`config.mk`:
```
export PLATFORM = sky130hd
export DESIGN_NAME = uart_rx
export DESIGN_NICKNAME = d
export VERILOG_FILES = /design/src/rtl/uart_pkg.sv /design/src/rtl/sync_ff.sv /design/src/rtl/uart_rx.sv
export SDC_FILE = /design/constraint.sdc
export NUM_CORES = 1
export LEC_CHECK = 0
export CAP_MARGIN = 30
export CORE_ASPECT_RATIO = 1.1
export CORE_MARGIN = 3
export CORE_UTILIZATION = 52
export CTS_CLUSTER_DIAMETER = 50
export DETAILED_ROUTE_END_ITERATION = 8
export GPL_TIMING_DRIVEN = 1
export PLACE_DENSITY = 0.74
export SYNTH_ARGS = -nofsm -noshare
export SYNTH_HDL_FRONTEND = slang
export SYNTH_SLANG_ARGS = --single-unit
```
`constraint.sdc`:
```
create_clock -name clk -period 3.2 [get_ports clk]
set_input_delay 0.8 -clock clk [delete_from_list [all_inputs] [get_ports clk]]
set_output_delay 0.8 -clock clk [all_outputs]
set_load 0.005 [all_outputs]
```
`src/rtl/uart_pkg.sv`:
```
// Shared definitions for the UART receiver: FSM states, default bit timing
// and the 8N1 frame shape.
package uart_pkg;

  typedef enum logic [1:0] {
    ST_IDLE  = 2'd0,
    ST_START = 2'd1,
    ST_DATA  = 2'd2,
    ST_STOP  = 2'd3
  } uart_state_e;

  // 10 MHz / 115200 baud, rounded
  localparam int UART_CLKS_PER_BIT_DEF = 87;
  localparam int UART_DATA_BITS        = 8;
  localparam int UART_STOP_BITS        = 1;
  localparam int UART_FRAME_BITS       = 1 + UART_DATA_BITS + UART_STOP_BITS;

endpackage

```
`src/rtl/sync_ff.sv`:
```
// Multi-flop synchronizer for the asynchronous rx line. Resets to 1 so the
// idle line level is presented while and after reset.
module sync_ff #(
  parameter int SYNC_STAGES = 2
) (
  input  logic clk,
  input  logic rst_n,
  input  logic i_d,
  output logic o_q
);

  logic [SYNC_STAGES-1:0] r_sync;

  // Shift the raw input through the flop chain
  always_ff @(posedge clk or negedge rst_n) begin
    if (!rst_n) r_sync <= '1;
    else        r_sync <= {r_sync[SYNC_STAGES-2:0], i_d};
  end

  assign o_q = r_sync[SYNC_STAGES-1];

endmodule

```
`src/rtl/uart_rx.sv`:
```
// 8N1 UART receiver with a valid/ready output handshake, frame-error and
// overrun pulses. Bit timing advances only on ce; the handshake runs every clock.
module uart_rx
  import uart_pkg::*;
#(
  parameter int CLKS_PER_BIT = UART_CLKS_PER_BIT_DEF,
  parameter int SYNC_STAGES  = 2
) (
  input  logic       clk,
  input  logic       rst_n,
  input  logic       ce,
  input  logic       rx,
  output logic [7:0] rx_data,
  output logic       rx_valid,
  input  logic       rx_ready,
  output logic       frame_err,
  output logic       overrun_err,
  output logic       busy
);

  localparam int CNT_W = $clog2(CLKS_PER_BIT);
  localparam int IDX_W = $clog2(UART_DATA_BITS);
  localparam logic [CNT_W-1:0] CNT_HALF = CNT_W'(CLKS_PER_BIT / 2);
  localparam logic [CNT_W-1:0] CNT_LAST = CNT_W'(CLKS_PER_BIT - 1);
  localparam logic [IDX_W-1:0] IDX_LAST = IDX_W'(UART_DATA_BITS - 1);

  uart_state_e               r_state;
  uart_state_e               w_state_nxt;
  logic                      w_rxs;
  logic                      r_rxs_prev;
  logic [CNT_W-1:0]          r_cnt;
  logic [IDX_W-1:0]          r_idx;
  logic [UART_DATA_BITS-1:0] r_shift;
  logic [7:0]                r_rx_data;
  logic                      r_rx_valid;
  logic                      r_frame_err;
  logic                      r_overrun_err;
  logic                      w_busy;
  logic                      w_stop_tick;
  logic                      w_frame_ok;
  logic                      w_frame_bad;

  sync_ff #(
    .SYNC_STAGES(SYNC_STAGES)
  ) u_sync (
    .clk  (clk),
    .rst_n(rst_n),
    .i_d  (rx),
    .o_q  (w_rxs)
  );

  // FSM state register
  always_ff @(posedge clk or negedge rst_n) begin
    if (!rst_n) r_state <= ST_IDLE;
    else        r_state <= w_state_nxt;
  end

  // FSM next-state: start edge, mid-start check, 8 data bits, mid-stop exit
  always_comb begin
    w_state_nxt = r_state;
    unique case (r_state)
      ST_IDLE:  if (ce && r_rxs_prev && !w_rxs) w_state_nxt = ST_START;
      ST_START: if (ce && (r_cnt == CNT_HALF)) w_state_nxt = w_rxs ? ST_IDLE : ST_DATA;
      ST_DATA:  if (ce && (r_cnt == CNT_LAST) && (r_idx == IDX_LAST)) w_state_nxt = ST_STOP;
      ST_STOP:  if (ce && (r_cnt == CNT_LAST)) w_state_nxt = ST_IDLE;
      default:  w_state_nxt = ST_IDLE;
    endcase
  end

  // FSM outputs: busy flag and stop-bit sample strobes
  always_comb begin
    w_busy      = (r_state != ST_IDLE);
    w_stop_tick = ce && (r_state == ST_STOP) && (r_cnt == CNT_LAST);
    w_frame_ok  = w_stop_tick && w_rxs;
    w_frame_bad = w_stop_tick && !w_rxs;
  end

  // Bit timing, bit index, data shift and edge-detect history (ce-gated);
  // the history only updates on ce so an edge is seen on the enabled timeline
  always_ff @(posedge clk or negedge rst_n) begin
    if (!rst_n) begin
      r_rxs_prev <= 1'b1;
      r_cnt      <= '0;
      r_idx      <= '0;
      r_shift    <= '0;
    end else if (ce) begin
      r_rxs_prev <= w_rxs;
      unique case (r_state)
        ST_IDLE: begin
          r_cnt <= '0;
          r_idx <= '0;
        end
        ST_START: begin
          r_cnt <= (r_cnt == CNT_HALF) ? '0 : r_cnt + CNT_W'(1);
          r_idx <= '0;
        end
        ST_DATA: begin
          if (r_cnt == CNT_LAST) begin
            r_cnt          <= '0;
            r_shift[r_idx] <= w_rxs;
            r_idx          <= r_idx + IDX_W'(1);
          end else begin
            r_cnt <= r_cnt + CNT_W'(1);
          end
        end
        ST_STOP: r_cnt <= (r_cnt == CNT_LAST) ? '0 : r_cnt + CNT_W'(1);
        default: r_cnt <= '0;
      endcase
    end
  end

  // Output handshake and error pulses (every clock, independent of ce)
  always_ff @(posedge clk or negedge rst_n) begin
    if (!rst_n) begin
      r_rx_data     <= '0;
      r_rx_valid    <= 1'b0;
      r_frame_err   <= 1'b0;
      r_overrun_err <= 1'b0;
    end else begin
      r_frame_err   <= w_frame_bad;
      r_overrun_err <= 1'b0;
      if (w_frame_ok) begin
        if (!r_rx_valid || rx_ready) begin
          r_rx_data  <= r_shift;
          r_rx_valid <= 1'b1;
        end else begin
          r_overrun_err <= 1'b1;
        end
      end else if (rx_ready) begin
        r_rx_valid <= 1'b0;
      end
    end
  end

  assign rx_data     = r_rx_data;
  assign rx_valid    = r_rx_valid;
  assign frame_err   = r_frame_err;
  assign overrun_err = r_overrun_err;
  assign busy        = w_busy;

endmodule

```
==> results by stage, run 1 <==
Outcome:
- The run finished with clean final reports.

Clock network:
- The clock reaches the later pin of the worst-skew pair after 0.35 ns.
- The number of clock buffers inserted by TritonCTS is 5.
- The longest clock path from root to sink contains 2 buffers.
- TritonCTS built the clock tree.
- The number of hold buffers added after CTS is 0.
- The number of setup buffers added after CTS is 0.
- The clock root buffer master is clkbuf_4.
- The clock sink total is 34.
- The count of H-tree levels built during CTS is 2.
- In this run, post-CTS repair resized a total of 0 instances.
- Clock-pin slew was measured on the worst setup and hold paths at 0.10 ns.

Worst setup path:
- The family with the most delay on the worst path is flip-flops.
- The worst flop-to-flop path startpoint is r_cnt[0].
- The count of buffering cells on the critical path with inverters included is 1.
- The element type at the critical path end is a primary output.
- The critical path crosses 2 cells after its start point.
- The startpoint kind of the worst setup timing path is a flop.
- Walking the worst path, the cells encountered are or2_2, clkdlybuf4s50_1.
- The largest incremental delay on the critical path is 0.57 ns.
- The cell type of the slowest stage on the worst timing path is dfrtp_1.
- For the worst flop-to-flop path, the logic depth is 6.
- Data on the critical path is required at its endpoint by 2.40 ns.
- In this run the worst path has a maximum fanout of 16.
- For the worst setup path, the data arrival time is 1.70 ns.
- The critical path in this run is classified as reg2out.

Floorplanning:
- The number of rows in the core area is 20.
- For this configuration, the core starts out at a cell density of 56.83%.
- Measured along the y axis, the die boundary spans 64.82 um.
- The die covers 0.003855 mm^2.
- From left edge to right edge, the die measures 59.47 um.
- The area inside the core boundary is 0.002878 mm^2.
- The number of top-level pins is 17.

Timing:
- The worst slew margin relative to its limit is 58.18%.
- Adding up every negative setup slack in the final design gives 0 ns.
- Derived from the worst setup path, the maximum achievable clock frequency is 400.4 MHz.
- Setup repair after global routing left no endpoint under its margin.
- The total count of max-transition violations in the final report is 0.
- For the pin with the worst max-slew slack, the measured transition is 0.6243 ns.
- The final count of negative-setup-slack endpoints is 0.
- The total count of hold-check failures in the final report is 0.
- The final critical-path required period is 2.498 ns.
- The final critical path takes up 78.06% of the cycle.
- The worst hold margin is 0.3615 ns.
- On the final layout, the worst clock skew is 0.01373 ns.

Global routing:
- The maximum number of pins on one net before global-route repair is 35.
- The aggregate global routing overflow is 0.
- The number of antenna violations at the first check in global routing is 0.
- Global routing consumed, over all layers together, 17.96% of the routing resources.
- The via count of the first global-routing pass is 1,125.
- The first global-routing pass estimated 5.119 mm of wire.

Power:
- The design draws 1033 uW.
- The worst-case vdd ir drop is 0.0004023 V.
- The static leakage is 0.0008546 uW.
- The areal power density over the cells is 549.6 mW/mm^2.

Synth:
- The Yosys warning count is 0.
- The average footprint of a synthesized cell is 11.44 um^2.
- Synthesis produced 143 cells.
- After synthesis the cells add up to 0.001635 mm^2.
- Synthesis produced a netlist with a net count of 152.
- The share of the Yosys chip area taken by registers is 52.26%.
- Of all cell types, the one taking the most synthesized area is dfrtp_1.
- After synthesis, the largest area contributor takes up 47.44% of total cell area.
- The flop and latch count out of synthesis is 34.
- Yosys attributes the largest share of cell area to dfrtp_1, mux2_2, mux2_1.
- The number of distinct library cells after synthesis is 37.

Routing:
- Once detail routing completed, the nets flagged for antenna violations numbered 0.
- The violation count after the first detailed-route iteration is 29.
- The remaining design rule violation count is 0.
- Detailed routing inserted a total of 1,167 vias.
- The aggregate routed wire length is 2.860 mm.
- The post-detailed-route via-to-cell ratio is 6.015.
- The average wire length per cell after detail routing is 14.74 um.
- For this run, the detailed router's first-pass iteration total came to 5.

Finish:
- The number of nets in the layout is 169.
- The number of diodes added for antenna fixing is 0.
- The area growth from synthesis to layout is 15.00%.
- In the layout the commonest cells are dfrtp_1, clkdlybuf4s50_1, nand2_1.
- The post-route netlist has 16.77% of its cells at a drive strength greater than 1.
- Leaving out fill and tap cells, the most frequent cell in the layout is dfrtp_1.

Worst hold path:
- The tightest min-delay check is of the reg2reg type.
- The worst hold path passes through 0 cells.
- The worst hold path begins at u_sync.r_sync[0].

Placement:
- At the end of routability-driven placement, the weighted congestion stood at 0.8002.
- The wire-length estimate of the detail-placed layout is 1.956 mm.
- The count of input and output buffers is 16.

Run:
- Max-cap violations in this run came to 0.
==> kinds of logic after synthesis <==
| logic type | Yosys count | synth area share, % |
|---|---|---|
| fa+ha+maj | 4 | 3.061 |
| simple gates | 48 | 18.44 |
| buf+inv | 15 | 3.749 |
| xor+xnor | 3 | 1.607 |
| compound gates | 22 | 9.181 |
| flops | 34 | 52.26 |
| mux | 17 | 11.71 |
==> worst register-to-register path: stages (launching register included) <==
cell     delay (ns)
dfrtp_1        0.42
inv_1          0.08
ha_1           0.17
and2_1         0.27
nand4_4        0.22
nor4_1         0.39
mux2_1         0.36
==> metal layers <==
metal	wire [um]	vias up	track usage (%)
met5	0	-	0
li1	-	563	-
met2	1290	37	25.82
met4	65	0	7.649
met3	175	5	6.574
met1	1328	562	24.04
==> registers in the layout, summed over array words and instances (netlist names), named ones only <==
| register | count |
|---|---|
| overrun_err | 1 |
| frame_err | 1 |
| rx_data | 8 |
| r_shift | 8 |
| r_cnt | 7 |
| rx_valid | 1 |
| r_state | 1 |
| r_rxs_prev | 1 |
| r_idx | 3 |
| u_sync.r_sync | 2 |
==> stage by stage <==
stage	cells	instance area, um^2	util (%)	worst slack, ns
floorplan	143	1635	-	1.426
global placement	186	1817	63.13	0.7933
detailed placement	186	1817	63.13	0.7833
CTS	194	1881	65.35	0.6835
global route	194	1881	65.35	0.5999
finish	194	1881	65.35	0.7022
==> path summary, 6_finish.rpt <==
check | to | slack, ns
min | u_sync.r_sync[1] | 0.36
max reg2reg | r_shift[7] | 1.18
min reg2reg | u_sync.r_sync[1] | 0.36
max | busy | 0.70
max in group asynchronous | u_sync.r_sync[0] | 2.01
min in group asynchronous | rx_data[6] | 0.84
==> synthesized netlist by cell type, drive strengths merged <==
master	instances
o31ai	2
nor4	8
a2bb2oi	1
nor2	4
a21oi	5
inv	7
nor4b	1
a31oi	1
nand3	3
xnor2	1
and4bb	1
nand4	6
and4	2
xor2	2
dfrtp	31
and3b	1
dfstp	3
nand2	12
o21ai	4
o31a	1
and2	1
nand2b	3
mux2	17
or2	2
clkbuf	6
a211oi	3
o311ai	1
nor3b	2
ha	4
buf	2
o221ai	4
and3	2
==> report_power, final <==
group	internal (uW)	switching, uW	total (uW)
Clock	105	146	251
Sequential	485	78.0	563
Combinational	101	118	219
Total	692	341	1030
==> final cells by class <==
type | instances | area, um^2
Fill cell | 231 | 997.2
Sequential cell | 34 | 854.6
Multi-Input combinational cell | 94 | 719.4
Timing Repair Buffer | 18 | 175.2
Clock buffer | 6 | 51.30
Tap cell | 33 | 41.29
Inverter | 7 | 26.28
Clock inverter | 2 | 12.51
Power figures use the tool's default switching activity.
==> run 2, diff against run 1 <==
==> constraint.sdc (replaced) <==
create_clock -name clk -period 2.3 [get_ports clk]
set_input_delay 0.575 -clock clk [delete_from_list [all_inputs] [get_ports clk]]
set_output_delay 0.575 -clock clk [all_outputs]
set_load 0.005 [all_outputs]
==> run 2 against run 1 <==
Against the previous run: sequential share of layout area fell by 1.5 points; count of clock-buffer cells in the layout unchanged; combinational power rose by 50%; largest cell class unchanged; hold slack lost 0.0018 ns; wire length is 0.66% higher; global-route usage is 0.30 points lower; core utilization is 2.2 points higher; critical path depth unchanged; power up 60%.
==> results by stage, run 2 (same netlist as run 1, synthesis figures left out) <==
Clock network:
- The TritonCTS clock tree is done.
- The number of hold buffers added after CTS is 0.
- The worst-case clock buffer depth is 2.
- TritonCTS created 5 clock buffers.
- The tree is rooted in a clkbuf_4.
- Once the clock tree was built, the setup fixing pass inserted 0 buffers.
- The count of H-tree levels built during CTS is 2.
- For this design, the sink count on the clock tree is 34.
- The post-cts gate resize count is 0.
- The clock latency at the later pin of the worst-skew pair is 0.33 ns.
- After clock tree synthesis, the clock-pin slew on the worst setup and hold paths is 0.10 ns.

Timing:
- Setup violations remaining at the end of the flow were counted as 0.
- The worst-margin pin slew is 0.6150 ns.
- Setup repair after global routing left no endpoint under its margin.
- Across all setup checks in the final design, the least slack found is 0.2883 ns.
- Of the available clock period, the critical path in the final layout requires 87.47%.
- After layout, the minimum clock period comes to 2.012 ns.
- Timing would allow up to 497.1 MHz.
- The total count of max-transition violations in the final report came to 0.
- Between clock sinks in the finished design, the worst skew comes to 0.01658 ns.
- The total count of hold-check failures in the final report is 0.
- After routing, the total negative slack on setup checks comes to 0 ns.
- The worst slew margin relative to its limit is 58.81%.

Floorplanning:
- Measured along the x axis, the die boundary spans 59.47 um.
- For this configuration, the core starts out at a cell density of 56.83%.
- In this run the core area contains 20 standard-cell rows.
- The floorplan step defined a core boundary enclosing 0.002878 mm^2.
- The die height is 64.82 um.
- The floorplan step defined a die boundary enclosing 0.003855 mm^2.
- The number of top-level pins is 17.

Finish:
- The number of fill cells is 210.
- In the layout the commonest cells are dfrtp_1, clkdlybuf4s50_1, nand2_1.
- The area growth from synthesis to layout is 18.82%.
- Summing all flip-flop and latch instances after layout gives 854.6 um^2.
- The net count of the finished layout is 171.
- The number of antenna diodes in the final layout is 0.
- The library cell used most frequently in the layout, excluding fill and tap cells, is dfrtp_1.
- The area taken by multi-input logic gates is 719.4 um^2.
- Cells with a size suffix above 1 make up 17.79% of the layout.
- With fillers left out, the area of the finished cells amounts to 0.001943 mm^2.

Routing:
- Dividing the detail-routed via count by the number of cells gives 5.821.
- The average wire length per cell after detail routing is 14.69 um.
- The aggregate routed wire length is 2.879 mm.
- The violation count after the first detailed-route iteration is 39.
- The remaining antenna violation count after routing is 0.
- For this run, design rule violations remaining after detail routing come to 0.
- The detailed-routing iteration count for the pre-antenna-repair pass is 4.
- The detailed router placed 1,141 vias in this run.

Worst setup path:
- The classification of the worst setup path is reg2out.
- STA classifies the critical path startpoint as a flop.
- Setup slack on the worst reg-to-reg path comes out at 0.29 ns.
- STA puts the critical path data required time at 1.73 ns.
- Of all nets on the critical path, the largest fanout is 2.
- STA classifies the critical path endpoint as a primary output.
- In this run the critical register-to-register path is launched from r_cnt[0].
- The critical path data arrival time is 1.44 ns.

Global routing:
- Entering global routing, the biggest net connects 35 pins.
- The via count of the first global-routing pass came to 1,214.
- The number of antenna violations at the first check in global routing was 0.
- The total routing resource utilization after global routing is 17.66%.
- The first-pass GRT wire length is 5.230 mm.
- The aggregate global routing overflow is 0.

Power:
- The static leakage is 0.0008884 uW.
- IR analysis of the VDD net gives a maximum drop of 0.0008061 V.
- The areal power density over the cells is 849.8 mW/mm^2.

Run:
- The reported max-cap violation count is 0.

Placement:
- The worst slack at placement is 0.1016 ns.
- Port buffering added 16 buffers.
- Once detailed placement completed, the half-perimeter wirelength came to 2.035 mm.
- The weighted congestion reported at the end of routability-driven placement is 0.8078.
- The post-place instance area is 0.001832 mm^2.

Worst hold path:
- The launch point of the worst hold path is u_sync.r_sync[0].
- In this run the worst hold path is classified as reg2reg.

Outcome:
- The flow ran to the end, and the final reports show no timing, DRC or antenna violations.
==> run 2: changes by cell type in the layout (fill, tap and decap cells not counted), sizes merged <==
cell      delta
clkinvlp     -1
clkinv       -1
bufinv       +2
buf          +2
==> run 2: layout make-up <==
cell class                 instances  area share [%]
clock buffer                       6           2.640
multi-input combinational         94           37.03
inverter                           7           1.352
timing repair buffer              20           9.788
sequential                        34           43.98
tap                               33           2.125
clock inverter                     2           3.091
==> run 2: per-stage QoR <==
step / power [uW] / hold slack [ns] / std cells / utilization (%)
after floorplan: 1017 / 0.2794 / 143 / -
after global placement: 1081 / 0.3467 / 188 / 63.65
final: 1651 / 0.3598 / 196 / 67.52
after CTS: 1667 / 0.3613 / 196 / 67.52
after global routing: 1763 / 0.3647 / 196 / 67.52
after detailed placement: 1100 / 0.3479 / 188 / 63.65
==> run 2: path summary, 6_finish.rpt <==
check	endpoint	cells past startpoint
min in group asynchronous	rx_data[6]	2
setup / recovery	busy	2
max in group asynchronous	u_sync.r_sync[0]	2
hold / removal	u_sync.r_sync[1]	0
setup reg to reg	r_shift[3]	6
hold reg to reg	u_sync.r_sync[1]	0
==> run 2: report_power, final <==
part	total (uW)	internal, uW	switching [uW]
registers	763	675	87.1
clock network	560	368	192
logic	328	149	179
==> run 2: layer usage <==
| metal | share of wire (%) | vias to the layer above | wire length, um | track usage [%] |
|---|---|---|---|---|
| met3 | 3.2 | 5 | 91 | 4.183 |
| met1 | 48 | 548 | 1380 | 23.39 |
| met5 | 0 | - | 0 | 0 |
| li1 | - | 566 | - | - |
| met4 | 1.3 | 0 | 36 | 6.232 |
| met2 | 48 | 22 | 1371 | 27.87 |
==> run 2: critical path: stages, from the launching register on <==
cell	delay [ns]
dfrtp_1	0.40
or2_2	0.27
clkdlybuf4s50_1	0.44
==> run 3, diff against run 2 <==
--- a/config.mk
+++ b/config.mk
@@ -8,11 +8,12 @@
 export CAP_MARGIN = 30
 export CORE_ASPECT_RATIO = 1.1
 export CORE_MARGIN = 3
-export CORE_UTILIZATION = 52
+export CORE_UTILIZATION = 45
 export CTS_CLUSTER_DIAMETER = 50
 export DETAILED_ROUTE_END_ITERATION = 8
 export GPL_TIMING_DRIVEN = 1
-export PLACE_DENSITY = 0.74
+export HOLD_SLACK_MARGIN = 0.15
+export PLACE_DENSITY = 0.68
 export SYNTH_ARGS = -nofsm -noshare
 export SYNTH_HDL_FRONTEND = slang
 export SYNTH_SLANG_ARGS = --single-unit
==> constraint.sdc (replaced) <==
create_clock -name clk -period 1.7 [get_ports clk]
set_input_delay 0.425 -clock clk [delete_from_list [all_inputs] [get_ports clk]]
set_output_delay 0.425 -clock clk [all_outputs]
set_load 0.005 [all_outputs]
==> run 3 against run 2 <==
Against the previous run: final area increased by 17%; global-route usage down 1.1 points; combinational power up 130%; largest cell class is now multi-input gates.
==> results by stage, run 3 (same netlist as run 1, synthesis figures left out) <==
Worst setup path:
- The reg-to-reg critical path endpoint is r_shift[6].
- The critical path data arrival time is 1.90 ns.
- In this run the register-to-register setup slack is 0.02 ns.
- For the worst flop-to-flop path, the logic depth is 5.
- In this run the critical register-to-register path is launched from r_cnt[5].
- The classification of the worst setup path is reg2reg.
- Of all nets on the critical path, the largest fanout is 8.
- The startpoint kind of the worst setup timing path is a flop.
- The most critical setup path has its startpoint at r_cnt[5].
- The required time of the critical path is 1.92 ns.
- The worst setup path is captured at a flop.

Finish:
- The library cell used most frequently in the layout, excluding fill and tap cells, is dfrtp_1.
- The end-of-flow core utilization is 66.35%.
- The area taken by multi-input logic gates is 897.1 um^2.
- The count of cells in the finished layout, fillers not included, comes to 228.
- In the final layout, flip-flops and latches occupy 857.1 um^2.
- The library cells used most frequently in the layout, excluding fill and tap cells, are dfrtp_1, buf_4, clkdlybuf4s50_1.
- The number of fill cells is 282.
- The share of post-route cells with drive strength above 1 is 38.33%.
- Relative to the synthesized area, the layout overhead comes to 38.48%.
- The number of antenna diodes in the final layout is 0.
- The number of nets in the layout is 188.

Clock network:
- The tree is rooted in a clkbuf_4.
- Clock-pin slew was measured on the worst setup and hold paths at 0.09 ns.
- Counting the buffers created by CTS gives 5.
- The count of H-tree levels built during CTS is 2.
- The number of hold buffers added after CTS is 0.
- In this run the deepest clock path goes through 2 buffers.
- TritonCTS built the clock tree.
- The clock latency at the later pin of the worst-skew pair is 0.34 ns.
- Counting every sink on the clock net gives 34.

Global routing:
- The first-pass GRT wire length is 5.830 mm.
- The number of antenna violations at the first check in global routing is 0.
- The via count of the first global-routing pass is 1,295.
- The maximum number of pins on one net before global-route repair is 35.
- After global routing the overflow that remains totals 0.
- Global routing consumed, over all layers together, 16.54% of the routing resources.

Floorplanning:
- The die outline area is 0.004394 mm^2.
- The die extent in x is 63.48 um.
- The number of top-level pins is 17.
- From bottom edge to top edge, the die measures 69.23 um.
- The floorplan has 22 rows.
- The total area inside the core boundary comes to 0.003413 mm^2.
- The initial core utilization is 47.91%.

Outcome:
- The run finished with clean final reports.

Routing:
- The aggregate routed wire length is 3.388 mm.
- The average wire length per cell after detail routing is 14.86 um.
- After detailed routing, the number of remaining DRC violations is 0.
- Using the TritonRoute via totals, the vias-per-cell ratio works out to 5.614.
- The total via count after detailed routing is 1,280.
- Once detail routing completed, the nets flagged for antenna violations numbered 0.
- The violation count after the first detailed-route iteration is 41.
- The first detailed-routing pass ran for 4 iterations.

Timing:
- The total count of hold-check failures in the final report came to 0.
- The worst path in the final design needs a cycle of 1.681 ns, including I/O delays and setup.
- The final worst-path setup slack is 0.01923 ns.
- Based on the critical path, the design can be clocked at up to 595.0 MHz.
- The setup TNS after final layout is 0 ns.
- The worst slew margin relative to its limit is 71.67%.
- Setup repair after global routing could not meet its margin everywhere.
- The period utilization is 98.87%.
- The total count of max-transition violations in the final report is 0.
- Setup violations remaining at the end of the flow were counted as 0.
- The worst-margin pin slew is 0.4250 ns.
- For the final database, setup skew stands at 0.01870 ns.

Placement:
- The worst slack at placement is -0.2638 ns.
- The total instance count after detailed placement is 215.
- Detailed placement finished with a half-perimeter wire length of 2.280 mm.
- Input and output buffers added on the ports amount to 16.
- The weighted congestion reported at the end of routability-driven placement is 0.8302.

Worst hold path:
- The worst hold endpoint is u_sync.r_sync[1].
- The launch point of the worst hold path is u_sync.r_sync[0].
- The worst hold path belongs to the class reg2reg.
- The worst hold path was traced through 0 stages.

Power:
- The total power draw is 2216 uW.
- The static leakage is 0.001005 uW.
- The worst-case vdd ir drop is 0.0005848 V.
- Power spread over the standard cell area amounts to 978.4 mW/mm^2.

Run:
- Across the run, the number of max-cap violations was 0.
[run 3: power breakdown]
| group | leakage [uW] | internal, uW | switching, uW | total [uW] |
|---|---|---|---|---|
| Clock | 0.0000326 | 204 | 260 | 465 |
| Sequential | 0.000426 | 915 | 98.7 | 1010 |
| Combinational | 0.000547 | 368 | 370 | 738 |
| Total | 0.00101 | 1490 | 729 | 2220 |
[run 3: critical path, cell delays in order (launching register included)]
cell      delay, ns
dfrtp_1        0.39
and4bb_4       0.36
nand4_4        0.15
buf_12         0.19
nor4_4         0.16
mux2_4         0.33
[run 3: area by class of cell]
type | count | share of cell area [%]
Multi-Input combinational cell | 94 | 39.61
Sequential cell | 34 | 37.85
Timing Repair Buffer | 37 | 16.13
Tap cell | 48 | 2.652
Clock buffer | 8 | 2.597
Inverter | 7 | 1.160
[run 3: how the worst max path moves through the flow]
stage,endpoint,slack [ns]
floorplan,rx_data[0],-0.05
global placement,r_shift[1],-0.26
detailed placement,r_shift[6],-0.26
CTS,r_shift[6],0.003
global route,r_shift[1],-0.07
finish,r_shift[6],0.02
[run 3: what timing repair did]
action	CTS	global route
pin swaps	1	1
buffers inserted	4	1
gates resized for setup	15	16
hold endpoints to repair	0	0
setup endpoints to repair	17	19
[run 3: layer usage]
metal	wire [um]	vias to the layer above	global-route usage (%)
met2	1803	28	29.35
li1	-	596	-
met3	141	5	4.538
met4	53	0	5.755
met5	0	-	0
met1	1390	651	18.84
[run 3: metrics by stage]
step	hold slack, ns	cell area (um^2)
5_1_grt	0.3648	2265
3_5_place_dp	0.3472	2028
6_report	0.3605	2265
4_1_cts	0.3620	2193
2_1_floorplan	0.1294	1694
3_3_place_gp	0.3458	2028
